`src/rtl/reg_file_rename_pkg.sv`:
```
// Shared widths, id types and boolean constants for the register file / rename table.
package reg_file_rename_pkg;

  localparam int unsigned ROB_WIDTH = 4;
  localparam int unsigned NREG      = 32;
  localparam int unsigned REG_WIDTH = 5;
  localparam int unsigned XLEN      = 32;

  localparam logic TRUE  = 1'b1;
  localparam logic FALSE = 1'b0;

  typedef logic [ROB_WIDTH-1:0] rob_id_t;
  typedef logic [REG_WIDTH-1:0] reg_id_t;
  typedef logic [XLEN-1:0]      word_t;

endpackage

```
`src/rtl/reg_file_rename_if.sv`:
```
// Issue lookup, ROB operand query and commit signals between the pipeline and the register file.
interface reg_file_rename_if
  import reg_file_rename_pkg::*;
#(
  parameter int unsigned ROB_WIDTH = reg_file_rename_pkg::ROB_WIDTH
);

  logic                 IS_sgn;
  reg_id_t              IS_rs1;
  reg_id_t              IS_rs2;
  reg_id_t              IS_dest;
  logic [ROB_WIDTH-1:0] IS_ROB_name;
  logic                 IS_rdy1;
  word_t                IS_val1;
  logic [ROB_WIDTH-1:0] IS_tag1;
  logic                 IS_rdy2;
  word_t                IS_val2;
  logic [ROB_WIDTH-1:0] IS_tag2;

  logic [ROB_WIDTH-1:0] ROB_ord1;
  logic [ROB_WIDTH-1:0] ROB_ord2;
  logic                 ROB_rdy1;
  word_t                ROB_val1;
  logic                 ROB_rdy2;
  word_t                ROB_val2;

  logic                 commit_sgn;
  reg_id_t              commit_dest;
  word_t                commit_value;
  logic [ROB_WIDTH-1:0] commit_ROB_name;

  modport master (
    output IS_sgn, IS_rs1, IS_rs2, IS_dest, IS_ROB_name,
    input  IS_rdy1, IS_val1, IS_tag1, IS_rdy2, IS_val2, IS_tag2,
    input  ROB_ord1, ROB_ord2,
    output ROB_rdy1, ROB_val1, ROB_rdy2, ROB_val2,
    output commit_sgn, commit_dest, commit_value, commit_ROB_name
  );

  modport slave (
    input  IS_sgn, IS_rs1, IS_rs2, IS_dest, IS_ROB_name,
    output IS_rdy1, IS_val1, IS_tag1, IS_rdy2, IS_val2, IS_tag2,
    output ROB_ord1, ROB_ord2,
    input  ROB_rdy1, ROB_val1, ROB_rdy2, ROB_val2,
    input  commit_sgn, commit_dest, commit_value, commit_ROB_name
  );

endinterface

```
`src/rtl/reg_file_rename.sv`:
```
// Architectural register file with per-register busy bit and youngest-producer ROB tag;
// resolves issue operands from the file, the same-cycle commit, or the ROB.
module reg_file_rename
  import reg_file_rename_pkg::*;
#(
  parameter int unsigned ROB_WIDTH = reg_file_rename_pkg::ROB_WIDTH,
  parameter int unsigned NREG      = reg_file_rename_pkg::NREG
) (
  input  logic               clk,
  input  logic               rst,
  input  logic               rdy,
  input  logic               clear,
  reg_file_rename_if.slave   bus
);

  word_t                value [NREG];
  logic [ROB_WIDTH-1:0] tag   [NREG];
  logic [NREG-1:0]      busy;

  reg_id_t              rs      [2];
  logic                 rob_rdy [2];
  word_t                rob_val [2];
  logic                 src_rdy [2];
  word_t                src_val [2];
  logic [ROB_WIDTH-1:0] src_tag [2];

  assign rs[0]      = bus.IS_rs1;
  assign rs[1]      = bus.IS_rs2;
  assign rob_rdy[0] = bus.ROB_rdy1;
  assign rob_rdy[1] = bus.ROB_rdy2;
  assign rob_val[0] = bus.ROB_val1;
  assign rob_val[1] = bus.ROB_val2;

  // Lookup sees pre-issue state only; a same-cycle rename of the source is not visible.
  always_comb begin
    for (int unsigned n = 0; n < 2; n++) begin
      src_rdy[n] = TRUE;
      src_val[n] = '0;
      src_tag[n] = tag[rs[n]];
      if (rs[n] != '0) begin
        if (!busy[rs[n]])
          src_val[n] = value[rs[n]];
        else if (bus.commit_sgn && (bus.commit_ROB_name == tag[rs[n]]))
          src_val[n] = bus.commit_value;
        else if (rob_rdy[n])
          src_val[n] = rob_val[n];
        else
          src_rdy[n] = FALSE;
      end
    end
  end

  assign bus.IS_rdy1  = src_rdy[0];
  assign bus.IS_val1  = src_val[0];
  assign bus.IS_tag1  = src_tag[0];
  assign bus.IS_rdy2  = src_rdy[1];
  assign bus.IS_val2  = src_val[1];
  assign bus.IS_tag2  = src_tag[1];
  assign bus.ROB_ord1 = src_tag[0];
  assign bus.ROB_ord2 = src_tag[1];

  // Later assignments take precedence: commit, then flush, then rename.
  always_ff @(posedge clk) begin
    if (!rst) begin
      busy <= '0;
      for (int unsigned i = 0; i < NREG; i++) begin
        value[i] <= '0;
        tag[i]   <= '0;
      end
    end else if (rdy) begin
      if (bus.commit_sgn && (bus.commit_dest != '0)) begin
        value[bus.commit_dest] <= bus.commit_value;
        if (tag[bus.commit_dest] == bus.commit_ROB_name)
          busy[bus.commit_dest] <= FALSE;
      end
      if (clear) begin
        busy <= '0;
      end else if (bus.IS_sgn && (bus.IS_dest != '0)) begin
        busy[bus.IS_dest] <= TRUE;
        tag[bus.IS_dest]  <= bus.IS_ROB_name;
      end
    end
  end

endmodule

```
`src/flat_wrapper.sv`:
```
// flat-port wrapper written by rule: the top's interface ports become plain ports
module reg_file_rename_flat import reg_file_rename_pkg::*;
#(
  parameter int unsigned ROB_WIDTH = reg_file_rename_pkg::ROB_WIDTH,
  parameter int unsigned NREG      = reg_file_rename_pkg::NREG
)
  (clk, rst, rdy, clear, bus_IS_sgn, bus_IS_rs1, bus_IS_rs2, bus_IS_dest, bus_IS_ROB_name, bus_IS_rdy1, bus_IS_val1, bus_IS_tag1, bus_IS_rdy2, bus_IS_val2, bus_IS_tag2, bus_ROB_ord1, bus_ROB_ord2, bus_ROB_rdy1, bus_ROB_val1, bus_ROB_rdy2, bus_ROB_val2, bus_commit_sgn, bus_commit_dest, bus_commit_value, bus_commit_ROB_name);
  reg_file_rename_if #(.ROB_WIDTH(ROB_WIDTH)) bus_i ();
  input  logic clk;
  input  logic rst;
  input  logic rdy;
  input  logic clear;
  input wire logic [$bits(bus_i.IS_sgn)-1:0] bus_IS_sgn;
  input wire logic [$bits(bus_i.IS_rs1)-1:0] bus_IS_rs1;
  input wire logic [$bits(bus_i.IS_rs2)-1:0] bus_IS_rs2;
  input wire logic [$bits(bus_i.IS_dest)-1:0] bus_IS_dest;
  input wire logic [$bits(bus_i.IS_ROB_name)-1:0] bus_IS_ROB_name;
  output wire logic [$bits(bus_i.IS_rdy1)-1:0] bus_IS_rdy1;
  output wire logic [$bits(bus_i.IS_val1)-1:0] bus_IS_val1;
  output wire logic [$bits(bus_i.IS_tag1)-1:0] bus_IS_tag1;
  output wire logic [$bits(bus_i.IS_rdy2)-1:0] bus_IS_rdy2;
  output wire logic [$bits(bus_i.IS_val2)-1:0] bus_IS_val2;
  output wire logic [$bits(bus_i.IS_tag2)-1:0] bus_IS_tag2;
  output wire logic [$bits(bus_i.ROB_ord1)-1:0] bus_ROB_ord1;
  output wire logic [$bits(bus_i.ROB_ord2)-1:0] bus_ROB_ord2;
  input wire logic [$bits(bus_i.ROB_rdy1)-1:0] bus_ROB_rdy1;
  input wire logic [$bits(bus_i.ROB_val1)-1:0] bus_ROB_val1;
  input wire logic [$bits(bus_i.ROB_rdy2)-1:0] bus_ROB_rdy2;
  input wire logic [$bits(bus_i.ROB_val2)-1:0] bus_ROB_val2;
  input wire logic [$bits(bus_i.commit_sgn)-1:0] bus_commit_sgn;
  input wire logic [$bits(bus_i.commit_dest)-1:0] bus_commit_dest;
  input wire logic [$bits(bus_i.commit_value)-1:0] bus_commit_value;
  input wire logic [$bits(bus_i.commit_ROB_name)-1:0] bus_commit_ROB_name;
  assign bus_i.IS_sgn = bus_IS_sgn;
  assign bus_i.IS_rs1 = bus_IS_rs1;
  assign bus_i.IS_rs2 = bus_IS_rs2;
  assign bus_i.IS_dest = bus_IS_dest;
  assign bus_i.IS_ROB_name = bus_IS_ROB_name;
  assign bus_IS_rdy1 = bus_i.IS_rdy1;
  assign bus_IS_val1 = bus_i.IS_val1;
  assign bus_IS_tag1 = bus_i.IS_tag1;
  assign bus_IS_rdy2 = bus_i.IS_rdy2;
  assign bus_IS_val2 = bus_i.IS_val2;
  assign bus_IS_tag2 = bus_i.IS_tag2;
  assign bus_ROB_ord1 = bus_i.ROB_ord1;
  assign bus_ROB_ord2 = bus_i.ROB_ord2;
  assign bus_i.ROB_rdy1 = bus_ROB_rdy1;
  assign bus_i.ROB_val1 = bus_ROB_val1;
  assign bus_i.ROB_rdy2 = bus_ROB_rdy2;
  assign bus_i.ROB_val2 = bus_ROB_val2;
  assign bus_i.commit_sgn = bus_commit_sgn;
  assign bus_i.commit_dest = bus_commit_dest;
  assign bus_i.commit_value = bus_commit_value;
  assign bus_i.commit_ROB_name = bus_commit_ROB_name;
  reg_file_rename #(.ROB_WIDTH(ROB_WIDTH), .NREG(NREG)) u_core (.clk(clk), .rst(rst), .rdy(rdy), .clear(clear), .bus(bus_i));
endmodule
```
`config.mk`:
```
export PLATFORM = sky130hd
export DESIGN_NAME = reg_file_rename_flat
export DESIGN_NICKNAME = d
export VERILOG_FILES = /design/src/rtl/reg_file_rename_pkg.sv /design/src/rtl/reg_file_rename_if.sv /design/src/rtl/reg_file_rename.sv /design/src/flat_wrapper.sv
export SDC_FILE = /design/constraint.sdc
export NUM_CORES = 2
export LEC_CHECK = 0
export CAP_MARGIN = 20
export CELL_PAD_IN_SITES_DETAIL_PLACEMENT = 1
export CELL_PAD_IN_SITES_GLOBAL_PLACEMENT = 1
export CORE_ASPECT_RATIO = 0.75
export CORE_MARGIN = 8
export CORE_UTILIZATION = 49
export CTS_BUF_LIST = sky130_fd_sc_hd__clkbuf_4 sky130_fd_sc_hd__clkbuf_8
export CTS_CLUSTER_DIAMETER = 60
export DETAILED_ROUTE_END_ITERATION = 6
export HOLD_SLACK_MARGIN = 0.03
export PLACE_DENSITY_LB_ADDON = 0.12
export SLEW_MARGIN = 25
export SYNTH_ARGS = -nofsm -noshare
export SYNTH_HDL_FRONTEND = slang
export SYNTH_SLANG_ARGS = --single-unit
```
`constraint.sdc`:
```
create_clock -name clk -period 4.75 [get_ports clk]
set_input_delay 0.475 -clock clk [delete_from_list [all_inputs] [get_ports clk]]
set_output_delay 0.475 -clock clk [all_outputs]
set_load 0.02 [all_outputs]
```
; ---- After elaboration in Yosys (flattened, before gate mapping)
; Memory sizes are Yosys's and may differ from the RTL's.
; Cells that the tools add are included.
[op_classes]
addsub = 0
n_mul = 0
div_mod_pow = 0
magnitude_cmp = 6
n_eq_ne = 3
shift = 0
mux = 46
bitwise_logic = 3
reduce_logical = 12
[op_table]
columns = cell, n
row1 = two-way mux 32 bit, 15
row2 = bitwise AND 32 bit, 1
row3 = NOT 32 bit, 1
row4 = OR 32 bit, 1
row5 = OR reduction 32 bit, 1
row6 = "< comparator 5 x 6 -> 1 bit, second input constant", 4
row7 = two-way mux 1 bit, 24
row8 = nonzero test 5 bit, 4
row9 = == test 4 bit, 3
row10 = binary-select mux 1 bit (select 5 bit), 2
row11 = demux 1 bit (select 5 bit), 2
row12 = "greater-or-equal comparator 5 x 1 -> 1 bit, second input constant", 2
row13 = two-way mux 5 bit, 2
row14 = logical AND 1 bit, 6
row15 = two-way mux 4 bit, 1
row16 = OR reduction 4 bit, 1
[word_totals]
register_bits = 32
latchBits = 0
mem_bits_rw = 1152
romBits = 0
output_inout_bits = 82
word_cells = 73
memories = 2
[memory_table]
columns = name, words, width, rd, rd_ports_with_merged_regs, wr, line
row1 = u_core.value, 32, 32, 2, 0, 32, reg_file_rename.sv:16  ; word_t value [NREG];
row2 = u_core.tag, 32, 4, 3, 0, 32, reg_file_rename.sv:17  ; logic [ROB_WIDTH-1:0] tag [NREG];

; ---- Logic depth before layout (Yosys ltp)
[logic_depth]
depth_word = 13
ltp_mapped = 14
ltp_nobuf = 7

; ---- Worst setup path after synthesis
; OpenSTA, ideal clock, no wires.
[synth_path]
path_type = input port to flip-flop
from = input port bus_commit_dest[0]
to = memory u_core.value[21][0] (netlist bit), enable pin
setup_time_ns = 0.466
arrival_ns = 4.073
t_required_ns = 4.284
path_slack_ns = 0.211
stages = 7
n_path_buf = 4
path_cell_list = clkbuf_1 > nand2b_1 > or3_1 > clkbuf_1 > clkbuf_1 > clkbuf_1 > o21ai_0
[synth_lines]
columns = element, line
row1 = start: declaration, flat_wrapper.sv:31  ; input wire logic [$bits(bus_i.commit_dest)-1:0] bus_commit_dest;
row2 = end: declaration, reg_file_rename.sv:16

==> out/qor.yml <==
htreeDepth: 4
holdCritPathClass: "input port to flip-flop"
holdPathStages: 2
pwr_density_cell_nw_per_um2: 348
die_h_um: 333
power_frac_seq_pct: 47.5
netSwitchingFraction_pct: 29.2
grt_max_degree: 134
yosys.cell_types.count: 73
port_buffers: 213
hold_path_end: "u_core.tag[31][3]$_SDFFCE_PN0P_"
grt_pass1_wl_um: 383000
syn_to_final_growth_pct: 13.4
clk_latency_ns: 0.96
violations: "design-rule violations, negative setup slack"
drive_above_1_share_pct: 27.5
power_mw: 26.0
cp_common_cell: "buf_4"
tightest_slew_ns: 1.14
gp_congestion: 0.917
ir_worst_vdd_mv: 0.295
p_switching_mw: 7.58
slew_headroom_pct: 23.8
drv_slew: 0
cts_made_buffers: 194
final-hold-violation-count: 0
arrival_ns: 4.29
dr_total_vias: 50400
synth_edf_count: 1152
r2r.worst_path.cells: 8
core_um2: 133000
ioPinCount: 214
track_usage_pct: 36.1
fin_util_pct: 56.0
critPathMaxStageDelay_ns: 0.62
r2r-start: "u_core.tag[20][0]$_SDFFCE_PN0P_"
pwr-share-comb_pct: 17.4
initial_core_util_pct: 49.4
grt_pass1_vias: 51000
synth_async_sr_flop_share_pct: 0
fin_skew_ns: 0.0214
ys_seq_area_share_pct: 53.5
syn-cell-area_um2: 65800
end_kind: "output port"
ys_warn_count: 0
die-area_um2: 146000
dp.cells: 6350
drc: 3
die_w_um: 439
setup_viol: 1
leakagePower_nw: 24.1
r2r_slack_ns: 1.85
dpl.hpwl_um: 161000
min_from: "bus_IS_ROB_name[3]"
layout.nets: 4910
fin_crit_ns: 4.76
postRouteAntennaNets: 0
syn_inst: 4711
ys_ff_latch: 1184
path_clk_slew_ns: 0.06
grt-ovfl-total: 0
firstDrtPassIters: 7
totalWireLength_um: 270000
status: "finished with violations"
crit_type: "flip-flop to output port"
clock_sinks: 1184
cp_max_fo: 11
ys.flop_type: "edfxtp_1"
drt_iter0_drc: 7875
path_cells: "mux4_2 > a22oi_1 > and3_1 > or3_1 > nand4_1 > buf_12 > buf_4 > o31ai_1 > o211a_1 > buf_4"
max_freq_mhz: 210
cp_slowest_cell: "o31ai_1"
syn_area_per_cell_um2: 14.0
cts_tree: "built"
cp-start-kind: "flip-flop"
reg2reg_to: "u_core.busy[21]$_SDFFE_PN0P_"
antenna_found_initial: 8
fin_cells: 6705
p_int_mw: 18.4
clockPowerShare_pct: 35.1
cap_violations: 0
avgViaCountPerCell: 7.52
dp_slack_ns: 0.187
cts_root_buf: "clkbuf_8"
clockBufferDepth: 3
layout_setup_ws_ns: -0.0106
wl_per_cell_um: 40.2
rows: 116
fin_crit_sh_pct: 100
cp_data_required_time_ns: 4.28
==> Yosys cell counts, drive strengths merged (4+ instances only) <==
master | number | area (µm²)
nand3b | 4 | 30.0
or3b | 4 | 35.0
o311ai | 34 | 298
o221ai | 4 | 35.0
o21a | 23 | 173
nor3 | 999 | 5000
and3 | 123 | 769
o31ai | 33 | 248
a211o | 8 | 70.1
nor2b | 7 | 43.8
clkbuf | 514 | 1930
and2 | 17 | 106
nor2 | 40 | 150
a31oi | 62 | 388
mux4 | 629 | 14200
buf | 137 | 831
nor3b | 7 | 52.6
nand2 | 114 | 428
or3 | 11 | 68.8
edfxtp | 1152 | 34600
mux2 | 51 | 582
a221oi | 60 | 526
a22oi | 44 | 335
nand4 | 39 | 244
and3b | 5 | 43.8
o31a | 23 | 201
inv | 43 | 161
o211a | 9 | 90.1
mux2i | 191 | 1920
dfxtp | 32 | 641
o2bb2ai | 4 | 35.0
nand2b | 6 | 37.5
a21oi | 89 | 445
o21ai | 131 | 656
xnor2 | 4 | 35.0
nand3 | 17 | 85.1
==> registers in the layout, indices dropped and copies added (netlist names) <==
register and flops:
u_core.busy 32, u_core.tag 128, u_core.value 1024
==> critical path, delay by kind of cell, from the launching register on <==
kind / cells / cell delay, ns
AO/OA/AOI/OAI: 3 / 1.11
AND/OR/NAND/NOR: 3 / 0.61
multiplexers: 1 / 0.51
flip-flops: 1 / 0.53
buffers and inverters: 3 / 0.58
==> power by group through the flow <==
| stage | Clock (mW) | Combinational, mW | Sequential, mW |
|---|---|---|---|
| 6_report | 9.10 | 4.53 | 12.3 |
| 2_1_floorplan | 0 | 2.56 | 12.4 |
| 3_5_place_dp | 0 | 4.45 | 12.5 |
| 5_1_grt | 9.52 | 4.63 | 12.4 |
| 4_1_cts | 9.11 | 4.43 | 12.3 |
| 3_3_place_gp | 0 | 4.40 | 12.5 |
==> cell families (layout without fill, tap and decap cells) <==
group	Yosys count	in the layout	share of synthesized area, %
AND/OR/NAND/NOR	1408	1408	11.0
flip-flops	1184	1184	53.5
multiplexers	871	871	25.3
buffers and inverters	694	876	4.44
AO/OA/AOI/OAI	547	547	5.62
XOR/XNOR	6	6	0.0798
other	1	43	0.00570
==> routing by layer <==
layer / global-route usage (%) / share of wire (%)
met5: 0 / 0
met4: 15.9 / 5.0
met3: 10.2 / 14
met2: 52.7 / 44
met1: 50.7 / 38
==> how the worst max path moves through the flow <==
| stage | slack, ns | startpoint | end | depth (start not counted) |
|---|---|---|---|---|
| floorplan | 0.21 | bus_commit_dest[0] | u_core.value[21][0]$_SDFFCE_PN0P_ | 7 |
| global placement | 0.12 | bus_IS_rs2[3] | bus_IS_val2[21] | 11 |
| detailed placement | 0.19 | bus_IS_rs2[3] | bus_IS_val2[21] | 13 |
| CTS | 0.0008 | u_core.tag[5][0]$_SDFFCE_PN0P_ | bus_IS_val2[20] | 8 |
| global route | -0.04 | u_core.tag[13][0]$_SDFFCE_PN0P_ | bus_IS_val1[1] | 9 |
| finish | -0.01 | u_core.tag[6][1]$_SDFFCE_PN0P_ | bus_IS_val1[31] | 10 |
==> layout make-up <==
type	instances	area, µm²
inverters	43	168
diodes	7	17.5
flip-flops and latches	1184	35200
multi-input cells	2868	28500
well taps	1770	2210
repair buffers	487	4850
clock buffers	266	3250
fillers	12600	58700
clock inverters	80	468
==> repair_timing <==
item / in CTS / in global routing
hold endpoints to repair: 5 / 0
setup endpoints to repair: 57 / 28
setup buffers: 1 / 0
pin swaps: 2 / 1
hold buffers: 1 / 0
gates resized for setup: 43 / 32
==> per-stage QoR <==
step / TNS (ns) / cell area, µm² / hold slack (ns)
after CTS: 0 / 74500 / 0.194
after detailed placement: 0 / 70800 / 0.461
after global placement: 0 / 70800 / 0.463
final: -0.0106 / 74700 / 0.218
after global routing: -0.0716 / 74700 / 0.191
after floorplan: 0 / 66000 / 0.421
==> layout by cell type, fill, tap and decap left out, types with 35 or more instances in the layout <==
cell,instances
a21oi_1,86
a221oi_1,60
a22oi_1,43
a31oi_1,62
and3_1,123
buf_12,53
buf_4,227
clkbuf_4,66
clkbuf_8,200
clkdlybuf4s50_1,138
clkinv_1,53
conb_1,36
edfxtp_1,1152
inv_1,39
mux2_2,49
mux2i_1,189
mux4_2,625
nand2_1,110
nand4_1,39
nor2_1,35
nor3_1,997
o21ai_0,98
No activity file was read; power rests on OpenSTA's default activity.
